## src/rtl/card_dealer.sv

```systemverilog
// Deals cards 0..51 from one deck without repetition. A 16-bit Galois LFSR picks random
// candidates, and after MAX_TRIES misses a linear scan finds a free card.
module card_dealer #(
   parameter int SEED_WIDTH = 12,
   parameter int MAX_TRIES  = 16
) (
   input  logic                  clk_50M,
   input  logic                  i_Reset_n,
   input  logic [SEED_WIDTH-1:0] i_Seed,
   input  logic                  i_LoadSeed,
   input  logic                  i_Draw,
   output logic [5:0]            o_Card,
   output logic [3:0]            o_Rank,
   output logic [3:0]            o_Points,
   output logic                  o_Valid,
   output logic                  o_Busy,
   output logic                  o_Empty,
   output logic [5:0]            o_Remaining
);

   localparam logic [1:0] IDLE = 2'd0;
   localparam logic [1:0] HUNT = 2'd1;
   localparam logic [1:0] SCAN = 2'd2;
   localparam logic [1:0] DONE = 2'd3;

   localparam logic [6:0] TRIES_LAST = 7'(MAX_TRIES - 1);

   logic [1:0]  state_q, state_d;
   logic [15:0] lfsr_q, lfsr_d, lfsr_next;
   logic [51:0] used_q, used_d;
   logic [5:0]  remaining_q, remaining_d;
   logic [6:0]  tries_q, tries_d;
   logic [5:0]  ptr_q, ptr_d;
   logic [5:0]  card_q, card_d;
   logic [3:0]  rank_q, rank_d;
   logic [3:0]  points_q, points_d;

   logic [63:0] used_ext;
   logic [5:0]  candidate;
   logic [5:0]  take_idx;
   logic [5:0]  take_mod;
   logic [3:0]  take_rank;
   logic        take;

   // Indices 52..63 read as permanently used, so one lookup also rejects out-of-deck candidates.
   assign used_ext  = {12'hFFF, used_q};
   assign lfsr_next = {1'b0, lfsr_q[15:1]} ^ (lfsr_q[0] ? 16'hB400 : 16'h0000);
   assign candidate = lfsr_next[5:0];
   assign take_mod  = take_idx % 6'd13;
   assign take_rank = take_mod[3:0] + 4'd1;

   always_comb begin
      state_d     = state_q;
      lfsr_d      = lfsr_q;
      used_d      = used_q;
      remaining_d = remaining_q;
      tries_d     = tries_q;
      ptr_d       = ptr_q;
      card_d      = card_q;
      rank_d      = rank_q;
      points_d    = points_q;
      take        = 1'b0;
      take_idx    = ptr_q;

      if (i_LoadSeed) begin
         lfsr_d      = {4'hA, i_Seed};
         used_d      = '0;
         remaining_d = 6'd52;
         tries_d     = '0;
         state_d     = IDLE;
      end else begin
         case (state_q)
            IDLE: begin
               if (i_Draw && (remaining_q != 6'd0)) begin
                  state_d = HUNT;
                  tries_d = '0;
               end
            end
            HUNT: begin
               lfsr_d = lfsr_next;
               if (!used_ext[candidate]) begin
                  take     = 1'b1;
                  take_idx = candidate;
               end else if (tries_q == TRIES_LAST) begin
                  state_d = SCAN;
                  ptr_d   = (candidate < 6'd52) ? candidate : candidate - 6'd52;
               end else begin
                  tries_d = tries_q + 7'd1;
               end
            end
            SCAN: begin
               if (!used_ext[ptr_q]) begin
                  take     = 1'b1;
                  take_idx = ptr_q;
               end else begin
                  ptr_d = (ptr_q == 6'd51) ? 6'd0 : ptr_q + 6'd1;
               end
            end
            default: state_d = IDLE;
         endcase

         if (take) begin
            used_d      = used_q | (52'd1 << take_idx);
            remaining_d = remaining_q - 6'd1;
            card_d      = take_idx;
            rank_d      = take_rank;
            points_d    = (take_rank > 4'd10) ? 4'd10 : take_rank;
            state_d     = DONE;
         end
      end
   end

   always_ff @(posedge clk_50M or negedge i_Reset_n) begin
      if (!i_Reset_n) begin
         state_q     <= IDLE;
         lfsr_q      <= 16'hACE1;
         used_q      <= '0;
         remaining_q <= 6'd52;
         tries_q     <= '0;
         ptr_q       <= '0;
         card_q      <= '0;
         rank_q      <= '0;
         points_q    <= '0;
      end else begin
         state_q     <= state_d;
         lfsr_q      <= lfsr_d;
         used_q      <= used_d;
         remaining_q <= remaining_d;
         tries_q     <= tries_d;
         ptr_q       <= ptr_d;
         card_q      <= card_d;
         rank_q      <= rank_d;
         points_q    <= points_d;
      end
   end

   assign o_Card      = card_q;
   assign o_Rank      = rank_q;
   assign o_Points    = points_q;
   assign o_Valid     = (state_q == DONE);
   assign o_Busy      = (state_q != IDLE);
   assign o_Empty     = (remaining_q == 6'd0);
   assign o_Remaining = remaining_q;

endmodule

```

## config.mk

```make
export PLATFORM = sky130hd
export DESIGN_NAME = card_dealer
export DESIGN_NICKNAME = d
export VERILOG_FILES = /design/src/rtl/card_dealer.sv
export SDC_FILE = /design/constraint.sdc
export NUM_CORES = 1
export LEC_CHECK = 0
export CORE_MARGIN = 3
export CORE_UTILIZATION = 65
export CTS_CLUSTER_DIAMETER = 40
export CTS_CLUSTER_SIZE = 25
export DETAILED_ROUTE_END_ITERATION = 16
export PLACE_DENSITY = 0.83
export SETUP_SLACK_MARGIN = 0.05
export SYNTH_ARGS = -nofsm -noshare
export SYNTH_HDL_FRONTEND = slang
export SYNTH_SLANG_ARGS = --single-unit
```

## constraint.sdc

```tcl
create_clock -name clk_50M -period 10.49 [get_ports clk_50M]
set_clock_uncertainty 0.05 [all_clocks]
set_input_delay 1.049 -clock clk_50M [delete_from_list [all_inputs] [get_ports clk_50M]]
set_output_delay 1.049 -clock clk_50M [all_outputs]
set_load 0.02 [all_outputs]
```

==> flow_summary_export.csv, run 1 <==
group,metric,value,unit
run_status,status,"finished clean",
clocking,clkTransAtPathRegs,0.11,ns
sta,finalHoldViolations,0,
die,start_util,68.3,%
die,chipWidth,106,um
power,peakVddDrop,0.000125,V
yosys,synth_top_cell_by_area,"dfrtp_1",
yosys,synthFlopType,"dfrtp_1",
detailed_routing,drc,0,
placement,placedCellCount,831,
yosys,synth_top_area_share,35.7,%
global_routing,grt_start_max_net_pins,94,
die,fp.dieH,106,um
clocking,cts-resized-gates,0,
critical_path,reg2reg_to,"o_Points[0]",
yosys,synthTopCellsByCount,"dfrtp_1 (92), inv_1 (73), nand2_1 (63)",
placement,hpwl,11500,um
global_routing,antenna_found_initial,0,
yosys,synthArstFlopShare,100,%
layout,diodes,0,
sta,period_minus_slack,5.88,ns
detailed_routing,wl_per_cell,19.7,um
sta,slew_headroom,26.4,%
power,powerDensity,248,nW/um2
critical_path,cp.arrival,6.13,ns
run,cap_violations,0,
placement,dp_slack,4.54,ns
layout,seqCellArea,2590,um2
critical_path,critPathMaxFanout,21,
yosys,synth_edf_count,0,
layout,final_cell_area,6980,um2
detailed_routing,drt_iter0_drc,517,
min_path,worstHoldStart,"o_Rank[0]",
placement,place_congestion,0.970,
critical_path,setup.worst_path.class,"reg2reg",
sta,slew_violations,0,
yosys,yosysWarnings,0,
sta,setup_ws,4.61,ns
layout,final_cells,847,
critical_path,critical_path_required,10.74,ns
yosys,synth-seq-cells,103,
detailed_routing,viasPerCell,6.60,
yosys,ys_top_cells_by_area,"dfrtp_1 (36%), mux4_2 (7.3%), mux2i_1 (5.3%)",
layout,fillerInstances,713,
sta,tns,0,ns
clocking,cts_made_buffers,9,
die,rows,35,
sta,period_share,56.1,%
yosys,synthDistinctLibCells,62,
global_routing,grt_pass1_vias,5559,
detailed_routing,final_antenna_net_count,0,
placement,dpl_cell_area,6800,um2
layout,areaGrowthSynthToFinish,8.10,%
sta,fmax,170,MHz
sta,tightest_slew,1.10,ns
layout,drive_gt1_share,10.4,%
placement,io_buffers,38,
die,core-area,9460,um2
yosys,syn_inst,714,
critical_path,r2r-start,"lfsr_q[3]",
clocking,ctsLongestPathBuffers,2,
clocking,cts_setup_buffers,0,
global_routing,grt_remaining_overflow,0,
detailed_routing,num_vias,5588,
clocking,root_buffer,"clkbuf_8",
yosys,seq_area_frac_synth,40.1,%
layout,nets,743,
sta,rsz0062_at_grt,"false",
global_routing,grtUsageTotal,30.6,%
detailed_routing,drt-total-wl,16700,um
power,leakagePower,2.80,nW
clocking,cts_sinks,103,
yosys,avgSynthCellArea,9.04,um2
min_path,hold_end,"o_Rank[0]",
min_path,hp-class,"reg2reg",
critical_path,endpoint_kind,"flip-flop",
die,ios,39,
detailed_routing,first_pass_iters,5,
clocking,clk_latency,0.38,ns
clocking,h-tree-depth,3,
yosys,synth_most_common_cell,"dfrtp_1",
min_path,hold_path_depth,2,
critical_path,rr_worst_depth,19,
sta,finalSetupViolCount,0,
critical_path,r2r_setup_slack,4.61,ns
critical_path,crit_path_start_kind,"flip-flop",
yosys,syn_area,6460,um2
yosys,synthesis.nets,744,
global_routing,grt_pass1_wl,27600,um
layout,multiInputGateArea,3340,um2
critical_path,worstSetupStartpoint,"lfsr_q[3]",
clocking,cts_tree,"yes",
die,dieArea,11200,um2
clocking,cts_hold_buf,0,
## metal layers
layer  GRT usage (%)  wire length, um
met1            41.0             6780
met2            49.5             7990
met3            7.04             1450
met4            10.2              459
met5               0                0
## worst max-delay path by stage
stage	endpoint	slack, ns	depth (start not counted)
global placement	o_Points[0]	4.88	19
finish	o_Points[0]	4.61	19
global route	o_Points[0]	4.19	19
detailed placement	o_Points[0]	4.54	19
floorplan	o_Points[0]	5.79	20
CTS	o_Points[0]	4.73	20
## cells by family (layout without fill, tap and decap cells)
logic type	Yosys count	count (layout)	synth area share, %
compound gates	206	206	20.3
simple gates	187	187	13.8
buf+inv	133	137	8.20
flops	103	103	40.1
mux	57	57	12.9
fa+ha+maj	14	14	2.71
xor+xnor	14	14	1.90
## sequential cells by signal (all words and copies together), names as in the netlist
register	count
used_q	52
lfsr_q	16
tries_q	7
o_Card	6
o_Remaining	6
ptr_q	6
o_Points	4
o_Rank	4
state_q	2
## layout make-up
class | count | area share (%)
clock buffers | 10 | 1.83
clock inverters | 6 | 0.807
inverters | 77 | 4.14
multi-input cells | 478 | 47.8
flip-flops and latches | 103 | 37.1
well taps | 129 | 2.31
repair buffers | 44 | 5.99
## layout by cell type, fill, tap and decap left out, types with 12 or more instances in the layout
master	synthesis	layout
nand2_1	63	63
clkdlybuf4s50_1	0	36
o22ai_1	54	54
nand3_1	12	12
nor3_1	15	15
a21oi_1	21	21
a31oi_1	20	20
inv_1	73	73
dfrtp_1	92	92
o21ai_0	51	51
mux2i_1	34	34
or2_2	16	16
nor2_1	41	41
mux4_2	21	21
ha_1	14	14
## where the power goes
group	switching (mW)	internal, mW
sequential	0.108	0.468
clock	0.150	0.0907
combinational	0.552	0.362
total	0.809	0.920
## per-stage QoR
stage	utilization, %	power (mW)	hold slack, ns
2_1_floorplan	-	1.21	0.402
3_3_place_gp	71.8	1.43	0.410
3_5_place_dp	71.8	1.47	0.413
4_1_cts	73.8	1.71	0.436
5_1_grt	73.8	1.83	0.475
6_report	73.8	1.73	0.432
## critical path, cell delays in order (launching register included)
cell and delay, ns:
dfrtp_1 0.85, nor2b_1 0.28, a221oi_1 0.38, a221oi_1 0.17
o211ai_1 0.59, o31a_1 0.35, mux2i_1 0.40, inv_1 0.13
ha_1 0.21, nand2b_1 0.20, o2111ai_1 0.20, a21oi_1 0.07
a21oi_1 0.26, and3_1 0.26, mux2i_1 0.30, ha_1 0.22
xor2_1 0.19, xnor2_1 0.11, or4_1 0.47, o211ai_1 0.09
Note: power is estimated with default switching activity, not from simulation.
==> inputs of run 2 (changes only) <==
CORE_UTILIZATION = 60   (was 65)
PLACE_DENSITY = 0.77   (was 0.83)
clock period = 6.1 ns   (was 10.49 ns; I/O delays follow)
==> run 2 against run 1 <==
Net effect:
- core utilization decreased by 5.9 points
- clock power increased by 110%
- combinational power increased by 70%
- cell area increased by 1.3%
- global-route usage decreased by 0.74 points
- die area increased by 7.9%
- register-to-register slack got worse by 4.0 ns
- fmax increased by 7.4%
- wire length increased by 1.5%
- worst setup slack got worse by 4.0 ns
- flip-flop and latch count unchanged
==> flow_summary_export.csv, run 2 (synthesized netlist as in run 1, its figures left out) <==
group,metric,value,unit
layout,diodes,0,
clocking,ctsLongestPathBuffers,2,
die,core-area,10400,um2
detailed_routing,final_antenna_net_count,0,
global_routing,grt_pass1_vias,5315,
sta,finalSetupViolCount,0,
power,pwr-share-seq,33.0,%
min_path,hp-class,"in2async",
clocking,cts_made_buffers,9,
layout,nets,748,
critical_path,critPathSlowestCell,"dfrtp_1",
layout,final_cell_mix,"dfrtp_1 (92), inv_1 (73), nand2_1 (63)",
detailed_routing,first_pass_iters,5,
critical_path,r2r_setup_slack,0.62,ns
clocking,cts_sinks,103,
critical_path,slowest_delay,0.80,ns
layout,fin_util,67.9,%
critical_path,path_buf_inv,1,
critical_path,crit_chain,"nor2b_1 > a22oi_1 > nand2_1 > o31ai_1 > o31a_1 > mux2i_1 > inv_1 > ha_1 > nand2b_1 > o2111ai_1 > a21oi_1 > a21oi_1 > and3_1 > mux2i_1 > ha_1 > xor2_1 > xnor2_1 > or4_1 > o211ai_1",
global_routing,grt_start_max_net_pins,93,
die,chipWidth,110,um
run,cap_violations,0,
detailed_routing,drt-total-wl,16900,um
layout,multiInputGateArea,3340,um2
layout,seqCellArea,2590,um2
sta,rsz0062_at_grt,"false",
layout,drive_gt1_share,11.1,%
layout,mostFrequentLayoutCell,"dfrtp_1",
global_routing,antenna_found_initial,0,
layout,final_cells,859,
critical_path,critical_path_required,6.36,ns
power,combPwrFrac,50.7,%
clocking,cts_hold_buf,0,
sta,period_share,89.8,%
detailed_routing,wl_per_cell,19.7,um
die,fp.dieH,110,um
placement,io_buffers,38,
detailed_routing,viasPerCell,6.44,
critical_path,endpoint_kind,"flip-flop",
clocking,cts_setup_buffers,0,
detailed_routing,drt_iter0_drc,516,
sta,tns,0,ns
sta,slew_violations,0,
clocking,cts-resized-gates,0,
power,leakagePower,2.84,nW
critical_path,r2r-start,"lfsr_q[3]",
power,peakVddDrop,0.000267,V
power,swShare,45.2,%
clocking,h-tree-depth,3,
power,switching_power,1.39,mW
sta,period_minus_slack,5.48,ns
detailed_routing,drc,0,
critical_path,critPathMaxFanout,21,
layout,largest_reg_flops,52,
critical_path,cp.arrival,5.74,ns
layout,fillerInstances,830,
global_routing,grt_remaining_overflow,0,
layout,reg.largest.list,"used_q (52), lfsr_q (16), tries_q (7)",
critical_path,setup.worst_path.class,"reg2reg",
power,p_int,1.68,mW
critical_path,reg2reg_to,"o_Points[0]",
sta,finalHoldViolations,0,
die,ios,39,
clocking,clkTransAtPathRegs,0.10,ns
die,dieArea,12000,um2
clocking,clk_latency,0.39,ns
die,rows,37,
critical_path,crit_family,"compound AO/OA/AOI/OAI gates",
layout,final_cell_area,7070,um2
placement,hpwl,11600,um
critical_path,rr_worst_depth,19,
sta,fmax,183,MHz
power,p_clk_share,16.3,%
critical_path,crit_path_start_kind,"flip-flop",
placement,dpl_cell_area,6840,um2
clocking,cts_tree,"yes",
run_status,status,"finished clean",
placement,place_congestion,0.936,
global_routing,grtUsageTotal,29.9,%
sta,slew_headroom,22.9,%
global_routing,grt_pass1_wl,27700,um
die,start_util,62.0,%
layout,areaGrowthSynthToFinish,9.50,%
clocking,root_buffer,"clkbuf_8",
power,power,3.07,mW
detailed_routing,num_vias,5536,
placement,placedCellCount,843,
layout,regMostFlops,"used_q",
power,powerDensity,434,nW/um2
sta,tightest_slew,1.16,ns
## run 2: through the flow
step,worst slack [ns],hold WS (ns)
after detailed placement,0.714,0.426
after CTS,0.680,0.0912
after global placement,0.918,0.416
after global routing,0.193,0.102
after floorplan,1.40,0.264
final,0.622,0.0741
## run 2: how the worst max path moves through the flow
stage               slack [ns]      start  depth (start not counted)           to
floorplan                 1.40  lfsr_q[1]                         20  o_Points[0]
global placement          0.92  lfsr_q[3]                         19  o_Points[0]
detailed placement        0.71  lfsr_q[3]                         19  o_Points[0]
CTS                       0.68  lfsr_q[3]                         19  o_Points[0]
global route              0.19  lfsr_q[3]                         19  o_Points[0]
finish                    0.62  lfsr_q[3]                         19  o_Points[0]
## run 2: power by group through the flow
stage,clock [mW],sequential [mW],combinational (mW)
after floorplan,0,0.938,1.14
after global placement,0,1.01,1.47
after detailed placement,0,1.01,1.52
after CTS,0.503,1.01,1.52
after global routing,0.530,1.03,1.69
final,0.500,1.01,1.55
## run 2: metal layers
metal | wire, um | track usage, % | vias to the layer above
met2 | 7880 | 45.3 | 253
met5 | 0 | 0 | -
met3 | 1380 | 6.22 | 37
met1 | 7250 | 42.2 | 2693
li1 | - | - | 2553
met4 | 397 | 11.9 | 0
## run 2: cell type report
type	instances	area share (%)
clock buffer	11	2.00
clock inverter	5	1.22
inverter	77	4.09
multi-input combinational	478	47.2
sequential	103	36.7
tap	136	2.41
timing repair buffer	49	6.44
==> inputs of run 3 (changes only) <==
CTS_CLUSTER_DIAMETER = 30   (was 40)
==> results of run 3 <==
Final layout, timing and power as in run 2 (identical DEF).
